## config.mk

```make
export PLATFORM = sky130hd
export DESIGN_NAME = piso_serializer
export DESIGN_NICKNAME = d
export VERILOG_FILES = /design/src/rtl/piso_serializer_pkg.sv /design/src/rtl/piso_shift_reg.sv /design/src/rtl/piso_serializer.sv
export SDC_FILE = /design/constraint.sdc
export NUM_CORES = 1
export LEC_CHECK = 0
export CAP_MARGIN = 20
export CELL_PAD_IN_SITES_DETAIL_PLACEMENT = 1
export CELL_PAD_IN_SITES_GLOBAL_PLACEMENT = 1
export CORE_ASPECT_RATIO = 1.2
export CORE_MARGIN = 5
export CORE_UTILIZATION = 37
export DETAILED_ROUTE_END_ITERATION = 8
export GPL_TIMING_DRIVEN = 1
export HOLD_SLACK_MARGIN = 0.06
export MAX_ROUTING_LAYER = met4
export PLACE_DENSITY = 0.82
export SYNTH_ARGS = -nofsm -noshare
export SYNTH_HDL_FRONTEND = slang
export SYNTH_HIERARCHICAL = 1
export SYNTH_SLANG_ARGS = --single-unit
```

## constraint.sdc

```tcl
create_clock -name clk -period 2.4 [get_ports clk]
set_clock_uncertainty 0.15 [all_clocks]
set_input_delay 0.48 -clock clk [delete_from_list [all_inputs] [get_ports clk]]
set_output_delay 0.48 -clock clk [all_outputs]
set_load 0.02 [all_outputs]
```

## src/rtl/piso_serializer_pkg.sv

```systemverilog
// piso_serializer_pkg: shared definitions for the parallel-in/serial-out
// transmitter.
//   state_e   : FSM state encoding (ST_IDLE / ST_SHIFT)
//   cnt_width : bit-counter width for a WIDTH-bit word. There is headroom
//               for an optional trailing parity bit, so the counter never
//               wraps inside a frame.
package piso_serializer_pkg;

    typedef enum logic {
        ST_IDLE  = 1'b0,
        ST_SHIFT = 1'b1
    } state_e;

    function automatic int cnt_width(input int width);
        return $clog2(width + 2);
    endfunction

endpackage

```

## src/rtl/piso_shift_reg.sv

```systemverilog
// piso_shift_reg: WIDTH-bit loadable shift register.
//   clk      in  : rising-edge clock
//   rst      in  : synchronous active-high reset (clears the register)
//   load     in  : capture d (has priority over shift_en)
//   shift_en in  : advance the register by one bit toward the output end
//   d        in  : parallel word
//   ser_bit  out : bit currently at the output end
// LSB_FIRST=1 shifts right and presents bit 0. LSB_FIRST=0 shifts left and
// presents bit WIDTH-1.
module piso_shift_reg #(
    parameter int WIDTH     = 8,
    parameter bit LSB_FIRST = 1'b1
) (
    input  logic             clk,
    input  logic             rst,
    input  logic             load,
    input  logic             shift_en,
    input  logic [WIDTH-1:0] d,
    output logic             ser_bit
);

    logic [WIDTH-1:0] q;

    always_ff @(posedge clk) begin
        if (rst)
            q <= '0;
        else if (load)
            q <= d;
        else if (shift_en)
            q <= LSB_FIRST ? {1'b0, q[WIDTH-1:1]} : {q[WIDTH-2:0], 1'b0};
    end

    assign ser_bit = LSB_FIRST ? q[0] : q[WIDTH-1];

endmodule

```

## src/rtl/piso_serializer.sv

```systemverilog
// piso_serializer: parallel-in/serial-out transmitter.
// It accepts a WIDTH-bit word through a valid/ready handshake and shifts the
// word out one bit per clk.
//   clk        in  : rising-edge clock
//   rst        in  : synchronous active-high reset
//   data_in    in  : parallel word (WIDTH bits)
//   load_valid in  : data_in is valid
//   load_ready out : a word can be accepted this cycle
//   ser_out    out : serial data bit (0 while idle)
//   ser_frame  out : ser_out carries a valid bit
//   done       out : pulse in the final bit cycle of a frame
// Build option PISO_PARITY_EN: an even-parity bit (XOR of the word) follows
// the data bits. In that case done and load_ready move to the parity cycle.
// If PISO_PARITY_EN is not defined, no parity logic exists.
module piso_serializer
    import piso_serializer_pkg::*;
#(
    parameter int WIDTH     = 8,
    parameter bit LSB_FIRST = 1'b1
) (
    input  logic             clk,
    input  logic             rst,
    input  logic [WIDTH-1:0] data_in,
    input  logic             load_valid,
    output logic             load_ready,
    output logic             ser_out,
    output logic             ser_frame,
    output logic             done
);

    localparam int CW = cnt_width(WIDTH);
`ifdef PISO_PARITY_EN
    localparam int N = WIDTH + 1;
`else
    localparam int N = WIDTH;
`endif
    localparam logic [CW-1:0] LAST = CW'(N - 1);

    state_e        state_q, state_d;
    logic [CW-1:0] cnt_q, cnt_d;
    logic          last_bit, accept, shift_en, sr_bit;

    // Every output is decoded from state/counter. load_valid reaches only
    // the acceptance term.
    assign last_bit   = (state_q == ST_SHIFT) && (cnt_q == LAST);
    assign load_ready = (state_q == ST_IDLE) || last_bit;
    assign accept     = load_valid && load_ready;
    assign ser_frame  = (state_q == ST_SHIFT);
    assign done       = last_bit;

    always_comb begin
        state_d  = state_q;
        cnt_d    = cnt_q;
        shift_en = 1'b0;
        case (state_q)
            ST_IDLE: begin
                if (accept) begin
                    state_d = ST_SHIFT;
                    cnt_d   = '0;
                end
            end
            ST_SHIFT: begin
                if (accept) begin
                    // A new word is accepted on the final bit, so the next
                    // frame follows with no gap.
                    cnt_d = '0;
                end else if (last_bit) begin
                    state_d = ST_IDLE;
                    cnt_d   = '0;
                end else begin
                    cnt_d    = cnt_q + 1'b1;
                    shift_en = 1'b1;
                end
            end
        endcase
    end

    always_ff @(posedge clk) begin
        if (rst) begin
            state_q <= ST_IDLE;
            cnt_q   <= '0;
        end else begin
            state_q <= state_d;
            cnt_q   <= cnt_d;
        end
    end

    piso_shift_reg #(
        .WIDTH     (WIDTH),
        .LSB_FIRST (LSB_FIRST)
    ) u_sr (
        .clk      (clk),
        .rst      (rst),
        .load     (accept),
        .shift_en (shift_en),
        .d        (data_in),
        .ser_bit  (sr_bit)
    );

`ifdef PISO_PARITY_EN
    logic par_q;

    // Parity is captured together with the word, so later changes on
    // data_in cannot affect the frame that is already being sent.
    always_ff @(posedge clk) begin
        if (rst)
            par_q <= 1'b0;
        else if (accept)
            par_q <= ^data_in;
    end

    assign ser_out = (state_q == ST_SHIFT) &&
                     ((cnt_q == CW'(WIDTH)) ? par_q : sr_bit);
`else
    assign ser_out = (state_q == ST_SHIFT) && sr_bit;
`endif

endmodule

```

==> results.md, run 1 <==
* Status: finished, final reports clean
* I/O Pins at 15
* Initial Utilization at 38.4%
* Post-route ant nets at 0
* Maximum VDD drop at 302 µV
* Layout area overhead at 27.3%
* Share of cells above drive strength 1 at 6.10%
* CP max stage delay at ~0.60 ns
* Routability Congestion at 0.830
* Die Area at 2580 µm²
* Post-CTS setup buffers at 0
* Placement Rows at 16
* Number of max-cap violations at 0
* Worst slew margin at 67.3%
* CP Capture Type: primary output
* WP data arrival at 1.61 ns
* Slew @ Worst Pin at 0.488 ns
* Synth Cell Area at 614 µm²
* Hold Buf Count CTS at 0
* Tcrit/Tclk final at 93.2%
* Root Driver: clkbuf_4
* Final #Nets at 95
* Highest Signal Layer: met3
* CTS tree: done
* Setup_tns at 0 ns
* N_diodes at 0
* Via Count at between 500 and 600
* Largest net degree at the start of global routing at 14
* Dpl hpwl at approximately 1.0 mm
* Fin. Hold Viols at 0
* Chip Width at 47.2 µm
* Total track usage at 12.5%
* Worst hold path class: flip-flop to flip-flop
* Fin cells at 100
* Congestion Overflow GR at 0
* Core Area at around 1600 µm²
* Leakage power at 0.297 nW
* Final setup vio count at 0
* Period minus WS final at 2.24 ns
* Critical Path RT at 1.77 ns
* Cts bufs inserted at 3
* Crit path kind: flip-flop to primary output
* WL/cell at around 13 µm
* PwrDens at 572 nW/µm²
* Commonest non-fill, non-tap cell in the layout: dfxtp_1
* Slew Viols, Final at 0
* Met2 WL at 666 µm
* Syn. warnings at 6
* H-tree Lvls at 1
* CP top delay family: buffers and inverters
* Met3 WL post-DR at slightly below 80 µm
* Critical path's slowest cell: clkdlybuf4s50_1
* WL final at 1.32 mm
* CTS sink cnt at 13
* Crit path buf inv count at 1
* Starting DRT DRC Count at 3
* Placed Cells at 96
* Initial antenna violation count at 0
* Drt drc at 0
* Register area share after synthesis at 42.4%
* RSZ-0062 raised after global routing: no
* First-pass GRT wire length at 2.25 mm
* Syn_area_per_cell at 9.31 µm²
* Syn Nets at 78
* IO Port Bufs at 14
* Clock latency at the later pin of the worst-skew pair at 0.26 ns
* FF+latch count, synth at 13
* Crit-path max FO at 12
* Vias per cell at 5.26
* Count of cell types in the netlist at 19
* CP cell instances: and2_1 -> clkdlybuf4s50_1
* Post-Synthesis Cells at 66
* Fmax at 447 MHz
* Startpoint Class: flip-flop
* Met1 Wirelength at 570 µm
* First-pass DRT Iterations at 2
* Bufs on Longest Clock Path at 2
* Die height at about 55 µm
* Vias in the first global route at 557
* Most frequent cells in the layout: dfxtp_1, clkdlybuf4s50_1, a21oi_1, a211oi_1
* CTS clk-pin slew, worst paths at 0.08 ns
==> path summary, 6_finish.rpt <==
| kind | start | end | slack (ns) | cells past startpoint |
|---|---|---|---|---|
| hold reg to reg | cnt_q[1] | cnt_q[1] | 0.33 | 2 |
| hold / removal | cnt_q[1] | cnt_q[1] | 0.33 | 2 |
| setup / recovery | ser_frame | ser_out | 0.16 | 2 |
| setup reg to reg | cnt_q[0] | u_sr/q[7] | 0.54 | 6 |
==> kinds of logic after synthesis <==
family	after synthesis	share of synthesized area (%)
flops	13	42.4
mux	7	11.4
compound gates	18	18.7
fa+ha+maj	1	2.04
simple gates	19	18.1
buf+inv	8	7.33
==> synthesized netlist by cell type, drive strengths merged <==
master / n / area (µm²)
buf: 2 / 16.3
a21oi: 8 / 40.0
nand4: 1 / 6.26
mux2i: 7 / 70.1
nor2b: 7 / 43.8
o211ai: 2 / 15.0
nand2: 4 / 15.0
a211oi: 8 / 60.1
or3b: 1 / 8.76
inv: 5 / 18.8
dfxtp: 13 / 260
or3: 1 / 6.26
ha: 1 / 12.5
clkdlybuf4s18: 1 / 10.0
nor2: 2 / 10.0
and2: 1 / 6.26
nand3b: 2 / 15.0
==> timing repair <==
action,4_1_cts,5_1_grt
setup endpoints to repair,2,0
hold endpoints to repair,0,0
gates resized for setup,2,0
==> routing by layer <==
layer	GRT usage, %	vias to the layer above
li1	-	267
met1	12.0	249
met2	23.8	10
met3	2.96	0
met4	4.15	0
met5	-	-
==> layout make-up <==
| class | instances | area [µm²] |
|---|---|---|
| Multi-Input combinational cell | 45 | 309 |
| Timing Repair Buffer | 15 | 145 |
| Inverter | 5 | 18.8 |
| Tap cell | 18 | 22.5 |
| Clock buffer | 4 | 26.3 |
| Fill cell | 204 | 820 |
| Sequential cell | 13 | 260 |
==> metrics by stage <==
step / hold WS (ns) / util (%) / power (mW) / worst slack (ns) / instance area (µm²)
finish: 0.335 / 48.8 / 0.448 / 0.164 / 782
global route: 0.375 / 48.8 / 0.475 / 0.0820 / 782
CTS: 0.341 / 48.8 / 0.454 / 0.145 / 782
detailed placement: 0.329 / 47.3 / 0.321 / 0.271 / 758
global placement: 0.319 / 47.3 / 0.318 / 0.306 / 758
floorplan: 0.297 / - / 0.288 / 0.596 / 614
==> sequential cells by signal, indices dropped and copies added (netlist names) <==
name	cells
ser_frame	1
cnt_q	4
u_sr/q	8
==> power breakdown <==
group	total [mW]	switching [mW]	internal (mW)	leakage [nW]
sequential	0.240	0.0107	0.230	0.107
combinational	0.0733	0.0333	0.0400	0.175
clock	0.134	0.0699	0.0641	0.0150
==> worst register-to-register path, delay by kind of cell, from the launching register on <==
family	cells	cell delay, ns
AOI/OAI and AO/OA	1	0.15
DFF	1	0.37
adders and majority gates	1	0.22
buffers and inverters	1	0.19
and+or+nand+nor	3	0.71
Note: power is estimated with default switching activity, not from simulation.
==> inputs of run 2 (changes only) <==
--- a/config.mk
+++ b/config.mk
@@ -16,6 +16,7 @@
 export HOLD_SLACK_MARGIN = 0.06
 export MAX_ROUTING_LAYER = met4
 export PLACE_DENSITY = 0.82
+export SETUP_SLACK_MARGIN = 0.05
 export SYNTH_ARGS = -nofsm -noshare
 export SYNTH_HDL_FRONTEND = slang
 export SYNTH_HIERARCHICAL = 1
==> results of run 2 <==
Final layout, timing and power as in run 1 (identical DEF).
==> inputs of run 3 (changes only) <==
--- a/config.mk
+++ b/config.mk
@@ -14,7 +14,6 @@
 export DETAILED_ROUTE_END_ITERATION = 8
 export GPL_TIMING_DRIVEN = 1
 export HOLD_SLACK_MARGIN = 0.06
-export MAX_ROUTING_LAYER = met4
 export PLACE_DENSITY = 0.82
 export SETUP_SLACK_MARGIN = 0.05
 export SYNTH_ARGS = -nofsm -noshare
==> results.md, run 3 (synthesis gave the netlist of run 1 again) <==
* CP Capture Type: primary output
* Chip Width at 47.2 µm
* Commonest non-fill, non-tap cell in the layout: dfxtp_1
* Post-route ant nets at 0
* Worst reg2reg setup slack at about 0.54 ns
* Setup_tns at 0 ns
* RSZ-0062 raised after global routing: no
* Worst hold stages at 2
* Status: finished, final reports clean
* Hold Buf Count CTS at 0
* Total track usage at 12.2%
* Cts bufs inserted at 3
* Die Area at 2580 µm²
* Share of cells above drive strength 1 at 6.10%
* Clock latency at the later pin of the worst-skew pair at 0.26 ns
* CP max stage delay at about 0.60 ns
* Crit path buf inv count at 1
* Slew Viols, Final at 0
* Worst hold slack at 0.335 ns
* Critical path's slowest cell: clkdlybuf4s50_1
* Core Area at 1600 µm²
* Startpoint Class: flip-flop
* First-pass GRT wire length at 2.25 mm
* H-tree Lvls at 1
* Slew @ Worst Pin at 0.488 ns
* Fin area at 782 µm²
* Placement Rows at 16
* Worst Setup SP: ser_frame
* Largest net degree at the start of global routing at 14
* Crit path kind: flip-flop to primary output
* Logic gate share of total power at 16.4%
* Tcrit/Tclk final at just over 90%
* Period minus WS final at 2.24 ns
* CTS clk-pin slew, worst paths at 0.08 ns
* Maximum VDD drop at approximately 300 µV
* Met1 Wirelength at 570 µm
* Dpl hpwl at 1.02 mm
* Starting DRT DRC Count at 3
* Met2 WL at ~670 µm
* Most frequent cells in the layout: dfxtp_1, clkdlybuf4s50_1, a21oi_1, a211oi_1
* N_diodes at 0
* Fmax at 447 MHz
* WL final at 1.32 mm
* Fin cells at 100
* I/O Pins at 15
* CTS sink cnt at 13
* First-pass DRT Iterations at 2
* Congestion Overflow GR at 0
* Via Count at 526
* R2R cell count at 6
* CP top delay family: buffers and inverters
* Sequential power share at about 54%
* Max reg flops at 8
* Highest Signal Layer: met3
* Pint at about 0.33 mW
* Vias in the first global route at approximately 560
* Number of max-cap violations at 0
* Setup ws final at approximately 0.16 ns
* Filler cells at roughly 200
* Hold path endpoint: cnt_q[1]
* CTS tree: done
* Layout area overhead at 27.3%
* PwrDens at 572 nW/µm²
* Critical Path RT at 1.77 ns
* Vias per cell at approximately 5.3
* Initial Utilization at 38.4%
* Sw Ratio at 25.5%
* WL/cell at 13.2 µm
* Bufs on Longest Clock Path at 2
* CP cell instances: and2_1 -> clkdlybuf4s50_1
* Dpl cell area at 758 µm²
* Worst Hold Launch: cnt_q[1]
* Worst hold path class: flip-flop to flip-flop
* Final setup vio count at 0
* Die height at between 50 and 60 µm
* WP data arrival at 1.61 ns
* Worst r2r dst: u_sr/q[7]
* Final #Nets at 95
* Root Driver: clkbuf_4
* Clk pwr share at 29.9%
* Net switching power figure at 0.114 mW
* Met3 WL post-DR at 77 µm
* Post-Place Setup Slack at 0.271 ns
* IO Port Bufs at 14
* Routability Congestion at 0.818
* Leakage power at 0.297 nW
* Reg-to-Reg Start: cnt_q[0]
* Initial antenna violation count at 0
* Drt drc at 0
* Fin. Hold Viols at 0
* Crit-path max FO at 12
* Biggest register: u_sr/q
* Worst slew margin at between 60% and 70%
* Placed Cells at 96
[run 3: cell counts in the layout (fill, tap and decap cells not counted)]
Identical to the previous run, type by type.
[run 3: how the worst max path moves through the flow]
stage / to / slack [ns] / cells past startpoint
after global routing: ser_out / 0.08 / 2
after detailed placement: load_ready / 0.27 / 4
after global placement: load_ready / 0.31 / 4
final: ser_out / 0.16 / 2
after floorplan: u_sr/q[7] / 0.60 / 7
after CTS: ser_out / 0.14 / 2
[run 3: per-layer routing]
metal  up-vias  track usage (%)
met3         0             2.96
met1       249             12.0
met5         -                0
li1        267                -
met4         0             4.15
met2        10             23.8
[run 3: worst min-delay path: cells and delay by family (launching register included)]
family | cells | cell delay, ns
compound gates | 1 | 0.05
flops | 1 | 0.33
simple gates | 1 | 0.06
[run 3: layout make-up]
class	instances	area [µm²]	area share (%)
Multi-Input combinational cell	45	309	39.5
Sequential cell	13	260	33.3
Timing Repair Buffer	15	145	18.6
Clock buffer	4	26.3	3.36
Tap cell	18	22.5	2.88
Inverter	5	18.8	2.40
[run 3: repair_timing]
item                                    4_1_cts  5_1_grt
setup buffers                                 0        0
endpoints found under the setup margin        2        0
resized for setup                             2        0
[run 3: per-stage QoR]
step | util (%) | power [mW]
after floorplan | - | 0.288
after global placement | 47.3 | 0.318
after detailed placement | 47.3 | 0.321
after CTS | 48.8 | 0.454
after global routing | 48.8 | 0.475
final | 48.8 | 0.448
[run 3: power by group through the flow]
stage,combinational (mW),sequential (mW),clock (mW)
6_report,0.0733,0.240,0.134
4_1_cts,0.0747,0.241,0.138
5_1_grt,0.0806,0.243,0.152
3_5_place_dp,0.0753,0.245,0
2_1_floorplan,0.0466,0.242,0
3_3_place_gp,0.0731,0.245,0
